File: src/rtl/pwm_multichannel.sv
// Multi-channel PWM generator sharing one period counter.
// Each channel has a shadow/active duty pair so updates land only on period
// boundaries. Supports edge-aligned and center-aligned counting, plus a
// one-cycle period-start strobe aligned with the first output cycle.
module pwm_multichannel #(
    parameter int BIT_WIDTH = 10,
    parameter int NUM_CH    = 4
) (
    input  logic                        clk,
    input  logic                        rst_n,
    input  logic                        enable,
    input  logic                        center_mode,
    input  logic [BIT_WIDTH-1:0]        max_value,
    input  logic [NUM_CH*BIT_WIDTH-1:0] duty,
    input  logic                        duty_load,
    output logic [NUM_CH-1:0]           pwm_out,
    output logic                        period_start,
    output logic                        duty_pending
);

    logic [BIT_WIDTH-1:0] cnt_reg, cnt_next;
    logic                 dir_up_reg, dir_up_next;
    logic [BIT_WIDTH-1:0] m_act_reg;
    logic                 mode_act_reg;
    logic                 pending_reg, pending_next;

    logic                 boundary;
    logic                 latch_cfg;
    logic                 load_direct;
    logic                 load_shadow;
    logic                 apply_shadow;
    logic [NUM_CH-1:0]    pwm_next;
    logic                 period_start_next;

    // Boundary detection, duty-path control and counter sequencing.
    always_comb begin
        boundary          = 1'b0;
        cnt_next          = cnt_reg;
        dir_up_next       = dir_up_reg;
        pending_next      = pending_reg;
        latch_cfg         = 1'b0;
        load_direct       = 1'b0;
        load_shadow       = 1'b0;
        apply_shadow      = 1'b0;
        period_start_next = 1'b0;

        // Last cycle of a period: top of the ramp in edge mode, second
        // cycle at zero (falling leg) in center mode.
        if (mode_act_reg) begin
            boundary = !dir_up_reg && (cnt_reg == '0);
        end else begin
            boundary = (cnt_reg == m_act_reg);
        end

        if (!enable) begin
            cnt_next     = '0;
            dir_up_next  = 1'b1;
            pending_next = 1'b0;
            latch_cfg    = 1'b1;
            load_direct  = duty_load;
        end else begin
            // The cycle counting up from zero is the first of a period.
            period_start_next = dir_up_reg && (cnt_reg == '0);
            if (boundary) begin
                cnt_next     = '0;
                dir_up_next  = 1'b1;
                pending_next = 1'b0;
                latch_cfg    = 1'b1;
                load_direct  = duty_load;
                apply_shadow = pending_reg && !duty_load;
            end else begin
                if (dir_up_reg) begin
                    if (mode_act_reg && (cnt_reg == m_act_reg)) begin
                        // Hold the top value for a second cycle on the turn.
                        dir_up_next = 1'b0;
                    end else begin
                        cnt_next = cnt_reg + BIT_WIDTH'(1);
                    end
                end else begin
                    cnt_next = cnt_reg - BIT_WIDTH'(1);
                end
                if (duty_load) begin
                    load_shadow  = 1'b1;
                    pending_next = 1'b1;
                end
            end
        end
    end

    // Shared counter, latched period configuration and pending flag.
    always_ff @(posedge clk or negedge rst_n) begin
        if (!rst_n) begin
            cnt_reg      <= '0;
            dir_up_reg   <= 1'b1;
            m_act_reg    <= '0;
            mode_act_reg <= 1'b0;
            pending_reg  <= 1'b0;
        end else begin
            cnt_reg     <= cnt_next;
            dir_up_reg  <= dir_up_next;
            pending_reg <= pending_next;
            if (latch_cfg) begin
                m_act_reg    <= max_value;
                mode_act_reg <= center_mode;
            end
        end
    end

    genvar gi;
    generate
        for (gi = 0; gi < NUM_CH; gi++) begin : g_ch
            logic [BIT_WIDTH-1:0] duty_sh_reg;
            logic [BIT_WIDTH-1:0] duty_act_reg;

            // Per-channel shadow capture and boundary/idle transfer to active.
            always_ff @(posedge clk or negedge rst_n) begin
                if (!rst_n) begin
                    duty_sh_reg  <= '0;
                    duty_act_reg <= '0;
                end else begin
                    if (load_shadow) begin
                        duty_sh_reg <= duty[gi*BIT_WIDTH +: BIT_WIDTH];
                    end
                    if (load_direct) begin
                        duty_act_reg <= duty[gi*BIT_WIDTH +: BIT_WIDTH];
                    end else if (apply_shadow) begin
                        duty_act_reg <= duty_sh_reg;
                    end
                end
            end

            assign pwm_next[gi] = enable && (cnt_reg < duty_act_reg);
        end
    endgenerate

    // Registered outputs; pending is stretched one cycle so it drops
    // together with the period-start strobe of the period that applies it.
    always_ff @(posedge clk or negedge rst_n) begin
        if (!rst_n) begin
            pwm_out      <= '0;
            period_start <= 1'b0;
            duty_pending <= 1'b0;
        end else begin
            pwm_out      <= pwm_next;
            period_start <= period_start_next;
            duty_pending <= pending_next | pending_reg;
        end
    end

endmodule

File: config.mk
export PLATFORM = sky130hd
export DESIGN_NAME = pwm_multichannel
export DESIGN_NICKNAME = d
export VERILOG_FILES = /design/src/rtl/pwm_multichannel.sv
export SDC_FILE = /design/constraint.sdc
export NUM_CORES = 1
export LEC_CHECK = 0
export ABC_CLOCK_PERIOD_IN_PS = 3400
export CORE_MARGIN = 3
export CORE_UTILIZATION = 46
export DETAILED_ROUTE_END_ITERATION = 12
export DONT_BUFFER_PORTS = 1
export PLACE_DENSITY = 0.67
export SLEW_MARGIN = 20
export SYNTH_ARGS = -nofsm -noshare
export SYNTH_HDL_FRONTEND = slang
export SYNTH_SLANG_ARGS = --single-unit
export TNS_END_PERCENT = 100
File: constraint.sdc
create_clock -name clk -period 3.4 [get_ports clk]
set_clock_uncertainty 0.15 [all_clocks]
set_input_delay 0.85 -clock clk [delete_from_list [all_inputs] [get_ports clk]]
set_output_delay 0.85 -clock clk [all_outputs]
set_load 0.005 [all_outputs]
# --- Word level (Yosys, flattened, before mapping) ---
# Cells that the tools add are included.
op_classes:
  add_sub_neg: 2
  n_lt_le_gt_ge: 4
  n_eq_ne: 2
  muxes: 30
  n_bitwise: 1
  n_reduce_logical: 12
ops:
  columns: ["op", "count"]
  rows:
  - ["2-to-1 mux 10 bit", 12]
  - ["less-than comparator 10 bit", 4]
  - ["2-to-1 mux 1 bit", 18]
  - ["adder 10 x 1 -> 10 bit (second input constant)", 1]
  - ["== test 10 bit", 1]
  - ["zero test 10 bit", 1]
  - ["subtractor 10 x 1 -> 10 bit (second input constant)", 1]
  - ["logical AND 1 bit", 8]
  - ["!= test 4 bit (second input constant)", 1]
  - ["zero test 1 bit", 2]
  - ["nonzero test 2 bit", 1]
  - ["bitwise OR 1 bit", 1]
totals:
  regBits: 109
  word_cells: 67

# --- Longest topological paths before layout ---
# Gate-level depths: netlist of run 1.
logic_depth:
  ltp_word: 7
  mapped_depth: 9
  mapped_depth_nobuf: 8

# --- Worst setup path after synthesis of run 1 ---
# OpenSTA, ideal clock, no wires.
synth_timing:
  kind: "register -> register"
  from: "register dir_up_reg"
  to: "register cnt_reg[9]"
  setup_time_ns: 0.118
  arrival_ns: 2.360
  slack_ns: 0.772
  stages_incl_launch_ff: 9
  n_path_buf: 0
  path_cell_list: "dfstp_2 -> clkinv_1 -> ha_1 -> a211oi_1 -> o211ai_1 -> a2111oi_0 -> nor3b_1 -> mux2i_1 -> a21o_1"
synth_via:
  elab_chain_cells: 5
synth_lines:
  columns: ["element", "line_no", "source"]
  rows:
  - ["start: declaration", "22", "logic dir_up_reg, dir_up_next;"]
  - ["start signal: assignment", "100", "dir_up_reg <= dir_up_next;"]
  - ["zero test 1 bit", "50", "boundary = !dir_up_reg && (cnt_reg == '0);"]
  - ["logical AND 1 bit", "50", null]
  - ["2-to-1 mux 1 bit", "49", "if (mode_act_reg) begin"]
  - ["2-to-1 mux 10 bit", "64", "if (boundary) begin"]
  - ["2-to-1 mux 10 bit", "55", "if (!enable) begin"]
  - ["end signal: assignment", "99", "cnt_reg <= cnt_next;"]
  - ["end: declaration", "21", "logic [BIT_WIDTH-1:0] cnt_reg, cnt_next;"]
# Parallel ways exist; a longest one is shown, timed or not.
# A chain may end at the register's enable or synchronous reset.

# --- Worst setup path after layout of run 1 ---
layout_timing:
  from: "register cnt_reg[1]"
  to: "register g_ch[3].duty_sh_reg[1]"
layout_via:
  elab_chain_cells: 5
layout_lines:
  columns: ["element", "line_no", "source"]
  rows:
  - ["zero test 10 bit", "50", null]
  - ["logical AND 1 bit", "50", null]
  - ["2-to-1 mux 1 bit (*)", "49", null]
  - ["2-to-1 mux 1 bit (*)", "64", null]
  - ["2-to-1 mux 1 bit (*)", "55", null]
  - ["end signal: assignment", "122", "duty_sh_reg <= duty[gi*BIT_WIDTH +: BIT_WIDTH];"]
  - ["end: declaration", "112", "logic [BIT_WIDTH-1:0] duty_sh_reg;"]
# Mark *: on every way between the ends. The rest lies on a longest branch, timed or not.

==> results of run 1 <==
-- power by group --
group | internal, mW | leakage (nW) | switching [mW]
registers | 1.46 | 1.30 | 0.134
logic | 0.252 | 1.87 | 0.227
clock network | 0.530 | 0.128 | 0.459
total | 2.24 | 3.30 | 0.820
-- layout make-up --
class / count / area (sq um) / area share [%]
clock buffer: 13 / 260 / 3.82
clock inverter: 1 / 7.51 / 0.110
inverter: 41 / 154 / 2.26
multi-input combinational: 401 / 3310 / 48.6
sequential: 109 / 2730 / 40.1
tap: 176 / 220 / 3.23
timing repair buffer: 14 / 130 / 1.91
-- synth_stat cells, types with 2 or more instances --
library cell,n
a2111oi_0,2
a211o_1,4
a211oi_1,5
a21o_1,22
a21oi_1,10
a21oi_2,2
a221o_1,8
a22oi_1,32
a31oi_1,4
and2_1,2
buf_2,12
buf_4,4
buf_6,8
clkbuf_1,5
dfrtp_1,108
ha_1,44
inv_1,40
mux2_1,4
mux2_2,46
mux2i_1,33
nand2_1,18
nand2b_1,5
nand3_1,36
nand4_1,4
nor2_1,16
nor2b_1,3
nor3_1,12
o211ai_1,37
o21ai_0,11
o21bai_1,2
o31ai_1,7
xnor2_1,9
xor2_1,8
-- kinds of logic (layout without fill, tap and decap cells) --
kind of cell,count (synthesis),after routing,synth area share (%)
AO/OA/AOI/OAI,148,148,17.1
flip-flops,109,109,42.9
AND/OR/NAND/NOR,108,108,9.14
multiplexers,83,83,14.0
buffers and inverters,70,69,5.54
adder cells (fa/ha/maj),45,45,8.96
XOR/XNOR,17,17,2.34
-- stage by stage --
stage / instance area [sq um] / hold slack [ns] / util (%) / std cells / setup WS [ns]
finish: 6810 / 0.0380 / 50.8 / 755 / 0.461
global route: 6810 / 0.0184 / 50.8 / 755 / 0.312
CTS: 6810 / 0.0260 / 50.8 / 755 / 0.451
detailed placement: 6540 / 0.365 / 48.8 / 741 / 0.450
global placement: 6540 / 0.348 / 48.8 / 741 / 0.521
floorplan: 6370 / 0.308 / - / 580 / 0.772
-- layer usage --
layer,GRT usage [%],part of all wire (%),up-vias
li1,-,-,2145
met3,6.68,7.3,18
met5,0,0,-
met2,34.0,48,140
met4,7.34,2.0,0
met1,27.4,43,2357
-- final timing paths --
| kind | start | endpoint | slack [ns] | cells past startpoint |
|---|---|---|---|---|
| worst max-delay path | cnt_reg[1]$_DFFE_PN0P_ | g_ch[3].duty_sh_reg[1]$_DFFE_PN0P_ | 0.46 | 7 |
| worst min-delay path | rst_n | g_ch[3].duty_act_reg[0]$_DFFE_PN0P_ | 0.04 | 0 |
| worst max register to register | cnt_reg[1]$_DFFE_PN0P_ | g_ch[3].duty_sh_reg[1]$_DFFE_PN0P_ | 0.46 | 7 |
| worst min register to register | g_ch[0].duty_sh_reg[5]$_DFFE_PN0P_ | g_ch[0].duty_sh_reg[5]$_DFFE_PN0P_ | 0.38 | 1 |
| max in group asynchronous | rst_n | dir_up_reg$_DFF_PN1_ | 2.78 | 0 |
| min in group clk | g_ch[0].duty_sh_reg[5]$_DFFE_PN0P_ | g_ch[0].duty_sh_reg[5]$_DFFE_PN0P_ | 0.38 | 1 |
-- cells in the final DEF, fill, tap and decap left out, types with 2 or more instances in the layout --
master,instances
a2111oi_0,2
clkbuf_8,2
clkbuf_1,2
mux2_2,46
xor2_1,8
xnor2_1,9
o21ai_0,11
a31oi_1,4
inv_1,40
nor2b_1,3
a21oi_1,10
nor2_1,16
a211o_1,4
a211oi_1,5
ha_1,44
o211ai_1,37
buf_12,2
o31ai_1,7
o21bai_1,2
a22oi_1,32
mux2_1,4
buf_4,12
a21oi_4,2
nand2b_1,5
a221o_1,8
nand2_1,18
nand3_1,36
nand4_1,4
clkbuf_16,9
dfrtp_1,108
mux2i_1,33
nor3_1,12
a21o_1,22
and2_1,2
==> summary.txt, run 1 <==
Outcome
  • Outcome: finished clean

Yosys
  • Yosys cell types: 50
  • Largest cells by area after synthesis: dfrtp_1, ha_1, mux2_2
  • Post-synth top flop: dfrtp_1
  • Post-synthesis sequential area ratio: between 40% and 50%
  • Synth top area share: ~42%
  • Synthesized area per cell: 11.0 sq um
  • Async set or reset register ratio after synthesis: 100%
  • Yosys top cell by area: dfrtp_1
  • Post-synthesis net count: 680
  • Cell area after synthesis: roughly 0.0064 sq mm
  • Synthesis warning total: 0
  • Seq cells post-synth: around 110
  • Mapped Cells: between 500 and 600
  • Number of synthesized flops with an enable pin: 0

Detailed routing
  • WL final: 15.4 mm
  • ANT nets after route: 0
  • WL/cell: approximately 20 um
  • DRC Markers: 0
  • Via count: roughly 4700
  • DR vias/cell: slightly above 6
  • 1st-iter DRT viols: between 200 and 300
  • Pre-Repair DR Iteration Count: 5

Global routing
  • GRT Total Usage: between 20% and 30%
  • Vias in the first global route: around 4800
  • Largest net degree at the start of global routing: 110
  • Global route overflow: 0
  • First-pass GRT wire length: approximately 25 mm
  • Initial antenna violation count: 0

Clock tree
  • Clk slew on worst S/H paths: roughly 0.070 ns
  • Post-cts resize count: 0
  • Hold_buf cts: 0
  • TritonCTS clock tree: yes
  • CTS Sinks: between 100 and 150
  • H-tree levels: 3
  • Setup Buffers After CTS: 0
  • Clock latency on the worst-skew pair: 0.36 ns
  • CTS Buf Count: 9
  • Clock tree buffer depth: 2
  • CTS Root Cell: clkbuf_16

Timing
  • Final Max Slew Viols: 0
  • Worst Tran Pin Value: 0.734 ns
  • Final hold vios: 0
  • Relative slew slack: about half
  • Crit share post-route: between 80% and 90%
  • Fmax: between 300 and 400 MHz
  • Final setup viols: 0
  • Unrepaired setup endpoints after global routing: no
  • Setup TNS: 0 ns
  • Minimum clock period: ~2.9 ns

Worst setup path
  • CP max stage delay: 0.57 ns
  • Crit path DAT: 3.03 ns
  • Startpoint Class: flip-flop
  • CP top delay family: simple AND/OR/NAND/NOR gates
  • Maximum fanout along the worst path: 25
  • Req. time, crit path: about 3.5 ns
  • Worst setup EP type: flip-flop
  • Worst path cell trace: xor2_1 -> nor2_1 -> nand4b_4 -> and2_4 -> nand2_2 -> buf_4 -> mux2_2
  • Slowest CP cell: dfrtp_1
  • Critical path class: reg2reg
  • Critical path buffers and inverters: 1

Floorplan
  • Initial core utilization: 47.5%
  • Die W: about 120 um
  • Die area: roughly 0.015 sq mm
  • Die H: ~120 um
  • Num rows: between 40 and 50
  • Core area: about 0.013 sq mm
  • IO Pins: 61

Placed design
  • Port Buf Inserts: 0
  • Gp weighted congestion: ~0.9
  • Post-DP HPWL: about 11 mm

Layout
  • # fillers: 1200
  • Final #Nets: approximately 680
  • Proportion of layout cells with a drive suffix above 1: 14.0%
  • Layout area overhead: 6.96%
  • Number of diodes: 0

Pwr
  • Lkg Pwr: roughly 3.3 nW
  • Peak supply drop: approximately 0.37 mV
  • Power Total: roughly 3.1 mW
  • Power Dens Cells: roughly 450 mW/mm^2

Job
  • Max-cap violation count: 0

Worst hold path
  • Min-delay worst type: in2async
Note: power is estimated with default switching activity, not from simulation.
==> inputs of run 2 (changes only) <==
--- a/config.mk
+++ b/config.mk
@@ -7,10 +7,10 @@
 export LEC_CHECK = 0
 export ABC_CLOCK_PERIOD_IN_PS = 3400
 export CORE_MARGIN = 3
-export CORE_UTILIZATION = 46
+export CORE_UTILIZATION = 55
 export DETAILED_ROUTE_END_ITERATION = 12
 export DONT_BUFFER_PORTS = 1
-export PLACE_DENSITY = 0.67
+export PLACE_DENSITY = 0.76
 export SLEW_MARGIN = 20
 export SYNTH_ARGS = -nofsm -noshare
 export SYNTH_HDL_FRONTEND = slang
==> summary.txt, run 2 (same netlist as run 1, synthesis figures left out) <==
Detailed routing
  • DRC Markers: 0 (unchanged)
  • ANT nets after route: 0 (unchanged)
  • 1st-iter DRT viols: 405 (was 251)
  • Via count: 4589 (was 4660)
  • Pre-Repair DR Iteration Count: 5 (unchanged)
  • WL final: 14.7 mm (was 15.4 mm)
  • DR vias/cell: 6.40 (was 6.17)
  • WL/cell: 20.4 um (was 20.5 um)

Placed design
  • Gp weighted congestion: 0.875 (was 0.904)
  • Post-DP HPWL: 9.99 mm (was 10.7 mm)
  • Port Buf Inserts: 0 (unchanged)

Pwr
  • Clock Power Share: 35.4% (was 32.3%)
  • Combinational share of power: 14.5% (was 15.6%)
  • NetSw: 0.823 mW (was 0.820 mW)
  • Power Dens Cells: 472 mW/mm^2 (was 450 mW/mm^2)
  • Int Pwr: 2.37 mW (was 2.24 mW)
  • Lkg Pwr: 3.30 nW (about the same)
  • Sequential Power Share: 50.1% (was 52.1%)
  • Peak supply drop: 0.518 mV (was 0.370 mV)
  • Switching part of the total: 25.8% (was 26.7%)

Floorplan
  • Core area: 0.0111 sq mm (was 0.0134 sq mm)
  • IO Pins: 61 (unchanged)
  • Die W: 114 um (was 124 um)
  • Die H: 114 um (was 124 um)
  • Die area: 0.0129 sq mm (was 0.0153 sq mm)
  • Num rows: 38 (was 42)
  • Initial core utilization: 57.5% (was 47.5%)

Worst setup path
  • Critical path buffers and inverters: 1 (unchanged)
  • Worst setup EP type: flip-flop (unchanged)
  • Startpoint Class: flip-flop (unchanged)
  • CP max stage delay: 0.53 ns (was 0.57 ns)
  • Req. time, crit path: 3.49 ns (about the same)
  • Critical path class: reg2reg (unchanged)
  • CP top delay family: simple AND/OR/NAND/NOR gates (unchanged)
  • Slowest CP cell: dfrtp_1 (unchanged)
  • R2R Setup Slk: 0.48 ns (was 0.46 ns)
  • Maximum fanout along the worst path: 26 (was 25)
  • Worst path cell trace: xor2_1 -> nor4_4 -> nand4b_4 -> and2_4 -> nand2_2 -> buf_4 -> mux2_2 (was xor2_1 -> nor2_1 -> nand4b_4 -> and2_4 -> nand2_2 -> buf_4 -> mux2_2)
  • Crit path DAT: 3.00 ns (was 3.03 ns)

Global routing
  • Largest net degree at the start of global routing: 110 (unchanged)
  • GRT Total Usage: 24.4% (was 21.3%)
  • First-pass GRT wire length: 24.8 mm (was 25.0 mm)
  • Global route overflow: 0 (unchanged)
  • Vias in the first global route: 4890 (was 4788)
  • Initial antenna violation count: 0 (unchanged)

Timing
  • Unrepaired setup endpoints after global routing: no (unchanged)
  • Worst Tran Pin Value: 0.608 ns (was 0.734 ns)
  • Relative slew slack: 59.5% (was 51.0%)
  • Final hold vios: 0 (unchanged)
  • Final Hold Slack: 0.0356 ns (was 0.0380 ns)
  • Final setup viols: 0 (unchanged)
  • Final Max Slew Viols: 0 (unchanged)
  • Crit share post-route: 85.8% (was 86.5%)
  • Fmax: 343 MHz (was 340 MHz)
  • Minimum clock period: 2.92 ns (was 2.94 ns)
  • Setup TNS: 0 ns (unchanged)

Layout
  • Most frequent cells in the layout: dfrtp_1, mux2_2, ha_1, inv_1, o211ai_1 (unchanged)
  • Proportion of layout cells with a drive suffix above 1: 13.9% (was 14.0%)
  • Final #Nets: 673 (was 676)
  • Commonest non-fill, non-tap cell in the layout: dfrtp_1 (unchanged)
  • Layout area overhead: 6.25% (was 6.96%)
  • Number of diodes: 0 (unchanged)

Clock tree
  • Clk slew on worst S/H paths: 0.07 ns (about the same)
  • CTS Sinks: 109 (unchanged)
  • CTS Buf Count: 9 (unchanged)
  • CTS Root Cell: clkbuf_16 (unchanged)
  • Clock latency on the worst-skew pair: 0.35 ns (was 0.36 ns)
  • Setup Buffers After CTS: 0 (unchanged)
  • TritonCTS clock tree: yes (unchanged)
  • Post-cts resize count: 0 (unchanged)
  • Hold_buf cts: 0 (unchanged)
  • H-tree levels: 3 (unchanged)
  • Clock tree buffer depth: 2 (unchanged)

Job
  • Max-cap violation count: 0 (unchanged)

Outcome
  • Outcome: finished clean (unchanged)

Worst hold path
  • Min-delay worst type: in2async (unchanged)
run 2: changes by cell type in the layout (fill, tap and decap cells not counted), sizes merged:
| cell | previous run | this run |
|---|---|---|
| buf | 14 | 11 |
| bufinv | 0 | 2 |
| clkbuf | 13 | 11 |
| clkinv | 1 | 2 |
run 2: power by group through the flow:
stage / Sequential [mW] / Clock (mW) / Combinational [mW]
floorplan: 1.58 / 0 / 0.396
global placement: 1.61 / 0 / 0.438
detailed placement: 1.62 / 0 / 0.465
CTS: 1.60 / 1.16 / 0.468
global route: 1.62 / 1.21 / 0.532
finish: 1.60 / 1.13 / 0.464
run 2: area by class of cell:
class	instances	area, sq um
clock buffers	11	243
clock inverters	4	72.6
fillers	889	4310
inverters	41	154
multi-input cells	401	3310
flip-flops and latches	109	2730
well taps	140	175
repair buffers	11	82.6
run 2: per-layer routing:
| layer | part of all wire [%] | GRT usage [%] | wire (um) |
|---|---|---|---|
| met3 | 6.5 | 6.90 | 959 |
| met5 | 0 | 0 | 0 |
| met1 | 42 | 31.5 | 6220 |
| met2 | 48 | 39.3 | 7090 |
| met4 | 2.6 | 8.81 | 379 |
run 2: final timing paths:
kind	depth (start not counted)	endpoint	startpoint
max	7	g_ch[0].duty_sh_reg[4]$_DFFE_PN0P_	cnt_reg[9]$_DFFE_PN0P_
min	0	cnt_reg[5]$_DFFE_PN0P_	rst_n
max reg2reg	7	g_ch[0].duty_sh_reg[4]$_DFFE_PN0P_	cnt_reg[9]$_DFFE_PN0P_
min reg2reg	1	g_ch[3].duty_sh_reg[3]$_DFFE_PN0P_	g_ch[3].duty_sh_reg[3]$_DFFE_PN0P_
max in group asynchronous	0	dir_up_reg$_DFF_PN1_	rst_n
min in group clk	1	g_ch[3].duty_sh_reg[3]$_DFFE_PN0P_	g_ch[3].duty_sh_reg[3]$_DFFE_PN0P_
run 2: through the flow:
stage | setup WS, ns | total power, mW | instance area (sq um) | utilization, % | std cells
finish | 0.484 | 3.19 | 6760 | 61.1 | 717
CTS | 0.495 | 3.22 | 6760 | 61.1 | 717
floorplan | 0.772 | 1.97 | 6370 | - | 580
global route | 0.341 | 3.36 | 6760 | 61.1 | 717
global placement | 0.618 | 2.05 | 6450 | 58.2 | 702
detailed placement | 0.512 | 2.09 | 6450 | 58.2 | 702
==> inputs of run 3 (changes only) <==
--- a/config.mk
+++ b/config.mk
@@ -7,10 +7,10 @@
 export LEC_CHECK = 0
 export ABC_CLOCK_PERIOD_IN_PS = 3400
 export CORE_MARGIN = 3
-export CORE_UTILIZATION = 55
+export CORE_UTILIZATION = 45
 export DETAILED_ROUTE_END_ITERATION = 12
 export DONT_BUFFER_PORTS = 1
-export PLACE_DENSITY = 0.76
+export PLACE_DENSITY = 0.66
 export SLEW_MARGIN = 20
 export SYNTH_ARGS = -nofsm -noshare
 export SYNTH_HDL_FRONTEND = slang
==> summary.txt, run 3 (same netlist as run 1, synthesis figures left out) <==
Outcome
  • Outcome: finished clean (unchanged)

Placed design
  • Post-DP HPWL: 10.3 mm (was 9.99 mm)
  • Port Buf Inserts: 0 (unchanged)
  • Gp weighted congestion: 0.889 (was 0.875)
  • Placed cells: 738 (was 702)
  • Area post-placement: 0.00653 sq mm (was 0.00645 sq mm)

Clock tree
  • Clk slew on worst S/H paths: 0.07 ns (about the same)
  • Clock latency on the worst-skew pair: 0.36 ns (was 0.35 ns)
  • CTS Root Cell: clkbuf_16 (unchanged)
  • CTS Sinks: 109 (unchanged)
  • H-tree levels: 3 (unchanged)
  • Setup Buffers After CTS: 0 (unchanged)
  • Hold_buf cts: 0 (unchanged)
  • CTS Buf Count: 9 (unchanged)
  • Clock tree buffer depth: 2 (unchanged)
  • Post-cts resize count: 0 (unchanged)
  • TritonCTS clock tree: yes (unchanged)

Pwr
  • Int Pwr: 2.25 mW (was 2.37 mW)
  • Sequential Power Share: 52.1% (was 50.1%)
  • Switching part of the total: 26.8% (was 25.8%)
  • NetSw: 0.823 mW (about the same)
  • Clock Power Share: 32.9% (was 35.4%)
  • Lkg Pwr: 3.30 nW (about the same)
  • Combinational share of power: 15.1% (was 14.5%)
  • Power Dens Cells: 451 mW/mm^2 (was 472 mW/mm^2)
  • Peak supply drop: 0.365 mV (was 0.518 mV)

Worst setup path
  • Critical path class: reg2reg (unchanged)
  • R2R depth: 7 (unchanged)
  • Maximum fanout along the worst path: 48 (was 26)
  • Req. time, crit path: 3.49 ns (about the same)
  • R2r endpoint: g_ch[0].duty_sh_reg[2]$_DFFE_PN0P_ (was g_ch[0].duty_sh_reg[4]$_DFFE_PN0P_)
  • Worst r2r src: cnt_reg[9]$_DFFE_PN0P_ (unchanged)
  • R2R Setup Slk: 0.47 ns (was 0.48 ns)
  • Startpoint Class: flip-flop (unchanged)
  • Worst setup EP type: flip-flop (unchanged)
  • Crit path DAT: 3.02 ns (was 3.00 ns)

Layout
  • Most frequent cells in the layout: dfrtp_1, mux2_2, ha_1, inv_1, o211ai_1 (unchanged)
  • Number of diodes: 0 (unchanged)
  • Proportion of layout cells with a drive suffix above 1: 13.8% (was 13.9%)
  • Final #Nets: 673 (unchanged)
  • Fin area: 0.00681 sq mm (was 0.00676 sq mm)
  • Layout area overhead: 6.98% (was 6.25%)
  • Commonest non-fill, non-tap cell in the layout: dfrtp_1 (unchanged)
  • Non-Filler Instances: 754 (was 717)
  • Final core occ: 50.2% (was 61.1%)

Timing
  • Final hold vios: 0 (unchanged)
  • Setup TNS: 0 ns (unchanged)
  • Crit share post-route: 86.3% (was 85.8%)
  • Final setup viols: 0 (unchanged)
  • Unrepaired setup endpoints after global routing: no (unchanged)
  • Worst Tran Pin Value: 0.638 ns (was 0.608 ns)
  • Minimum clock period: 2.93 ns (was 2.92 ns)
  • Relative slew slack: 57.5% (was 59.5%)
  • Final Max Slew Viols: 0 (unchanged)
  • Final Hold Slack: 0.0379 ns (was 0.0356 ns)
  • Fmax: 341 MHz (was 343 MHz)

Floorplan
  • Core area: 0.0136 sq mm (was 0.0111 sq mm)
  • Die W: 125 um (was 114 um)
  • Initial core utilization: 47.0% (was 57.5%)
  • Num rows: 42 (was 38)
  • Die H: 125 um (was 114 um)
  • IO Pins: 61 (unchanged)
  • Die area: 0.0156 sq mm (was 0.0129 sq mm)

Worst hold path
  • Min-delay worst type: in2async (unchanged)

Detailed routing
  • DR vias/cell: 6.02 (was 6.40)
  • WL/cell: 19.8 um (was 20.4 um)
  • 1st-iter DRT viols: 391 (was 405)
  • Via count: 4541 (was 4589)
  • Pre-Repair DR Iteration Count: 5 (unchanged)
  • ANT nets after route: 0 (unchanged)
  • DRC Markers: 0 (unchanged)
  • WL final: 14.9 mm (was 14.7 mm)

Global routing
  • First-pass GRT wire length: 24.5 mm (was 24.8 mm)
  • Largest net degree at the start of global routing: 110 (unchanged)
  • Initial antenna violation count: 0 (unchanged)
  • Vias in the first global route: 4689 (was 4890)
  • GRT Total Usage: 19.4% (was 24.4%)
  • Global route overflow: 0 (unchanged)

Job
  • Max-cap violation count: 0 (unchanged)
==> run 3: cell count changes in the layout (fill, tap and decap cells not counted), sizes merged <==
cell,delta
clkinvlp,-1
clkinv,+1
bufinv,-2
clkbuf,+2
inv,+1
==> run 3: how the worst max path moves through the flow <==
stage                                    endpoint  slack (ns)                   start  depth (start not counted)
2_1_floorplan              cnt_reg[9]$_DFFE_PN0P_        0.77    dir_up_reg$_DFF_PN1_                          8
3_3_place_gp   g_ch[2].duty_sh_reg[4]$_DFFE_PN0P_        0.57  cnt_reg[9]$_DFFE_PN0P_                          7
3_5_place_dp   g_ch[0].duty_sh_reg[2]$_DFFE_PN0P_        0.49  cnt_reg[9]$_DFFE_PN0P_                          7
4_1_cts        g_ch[0].duty_sh_reg[2]$_DFFE_PN0P_        0.48  cnt_reg[9]$_DFFE_PN0P_                          7
5_1_grt                    cnt_reg[9]$_DFFE_PN0P_        0.24    dir_up_reg$_DFF_PN1_                          8
6_report       g_ch[0].duty_sh_reg[2]$_DFFE_PN0P_        0.47  cnt_reg[9]$_DFFE_PN0P_                          7
==> run 3: worst max-delay path, cell delays in order (launching register included) <==
cell      delay (ns)
dfrtp_1         0.51
xor2_1          0.22
nor4_4          0.48
nand4b_4        0.22
and2_4          0.39
nand2_2         0.18
buf_12          0.26
mux2_2          0.37
==> run 3: layout make-up <==
| type | instances | area (sq um) |
|---|---|---|
| Multi-Input combinational cell | 401 | 3310 |
| Tap cell | 176 | 220 |
| Clock buffer | 13 | 260 |
| Timing Repair Buffer | 11 | 120 |
| Inverter | 41 | 154 |
| Clock inverter | 3 | 18.8 |
| Sequential cell | 109 | 2730 |
| Fill cell | 1211 | 6750 |
==> run 3: power by group through the flow <==
stage | clock network, mW | registers, mW | logic, mW
final | 1.01 | 1.60 | 0.463
after global routing | 1.09 | 1.62 | 0.522
after CTS | 1.04 | 1.60 | 0.469
after detailed placement | 0 | 1.62 | 0.467
after global placement | 0 | 1.61 | 0.443
after floorplan | 0 | 1.58 | 0.396
==> run 3: per-stage QoR <==
stage          total power [mW]  worst slack [ns]
5_1_grt                    3.23             0.243
3_3_place_gp               2.05             0.570
4_1_cts                    3.11             0.475
6_report                   3.07             0.467
3_5_place_dp               2.09             0.491
2_1_floorplan              1.97             0.772
==> run 3: routing by layer <==
metal / GRT usage, % / share of wire [%]
met2: 30.8 / 48
met5: 0 / 0
met4: 6.70 / 1.7
met3: 4.65 / 5.8
met1: 26.4 / 45
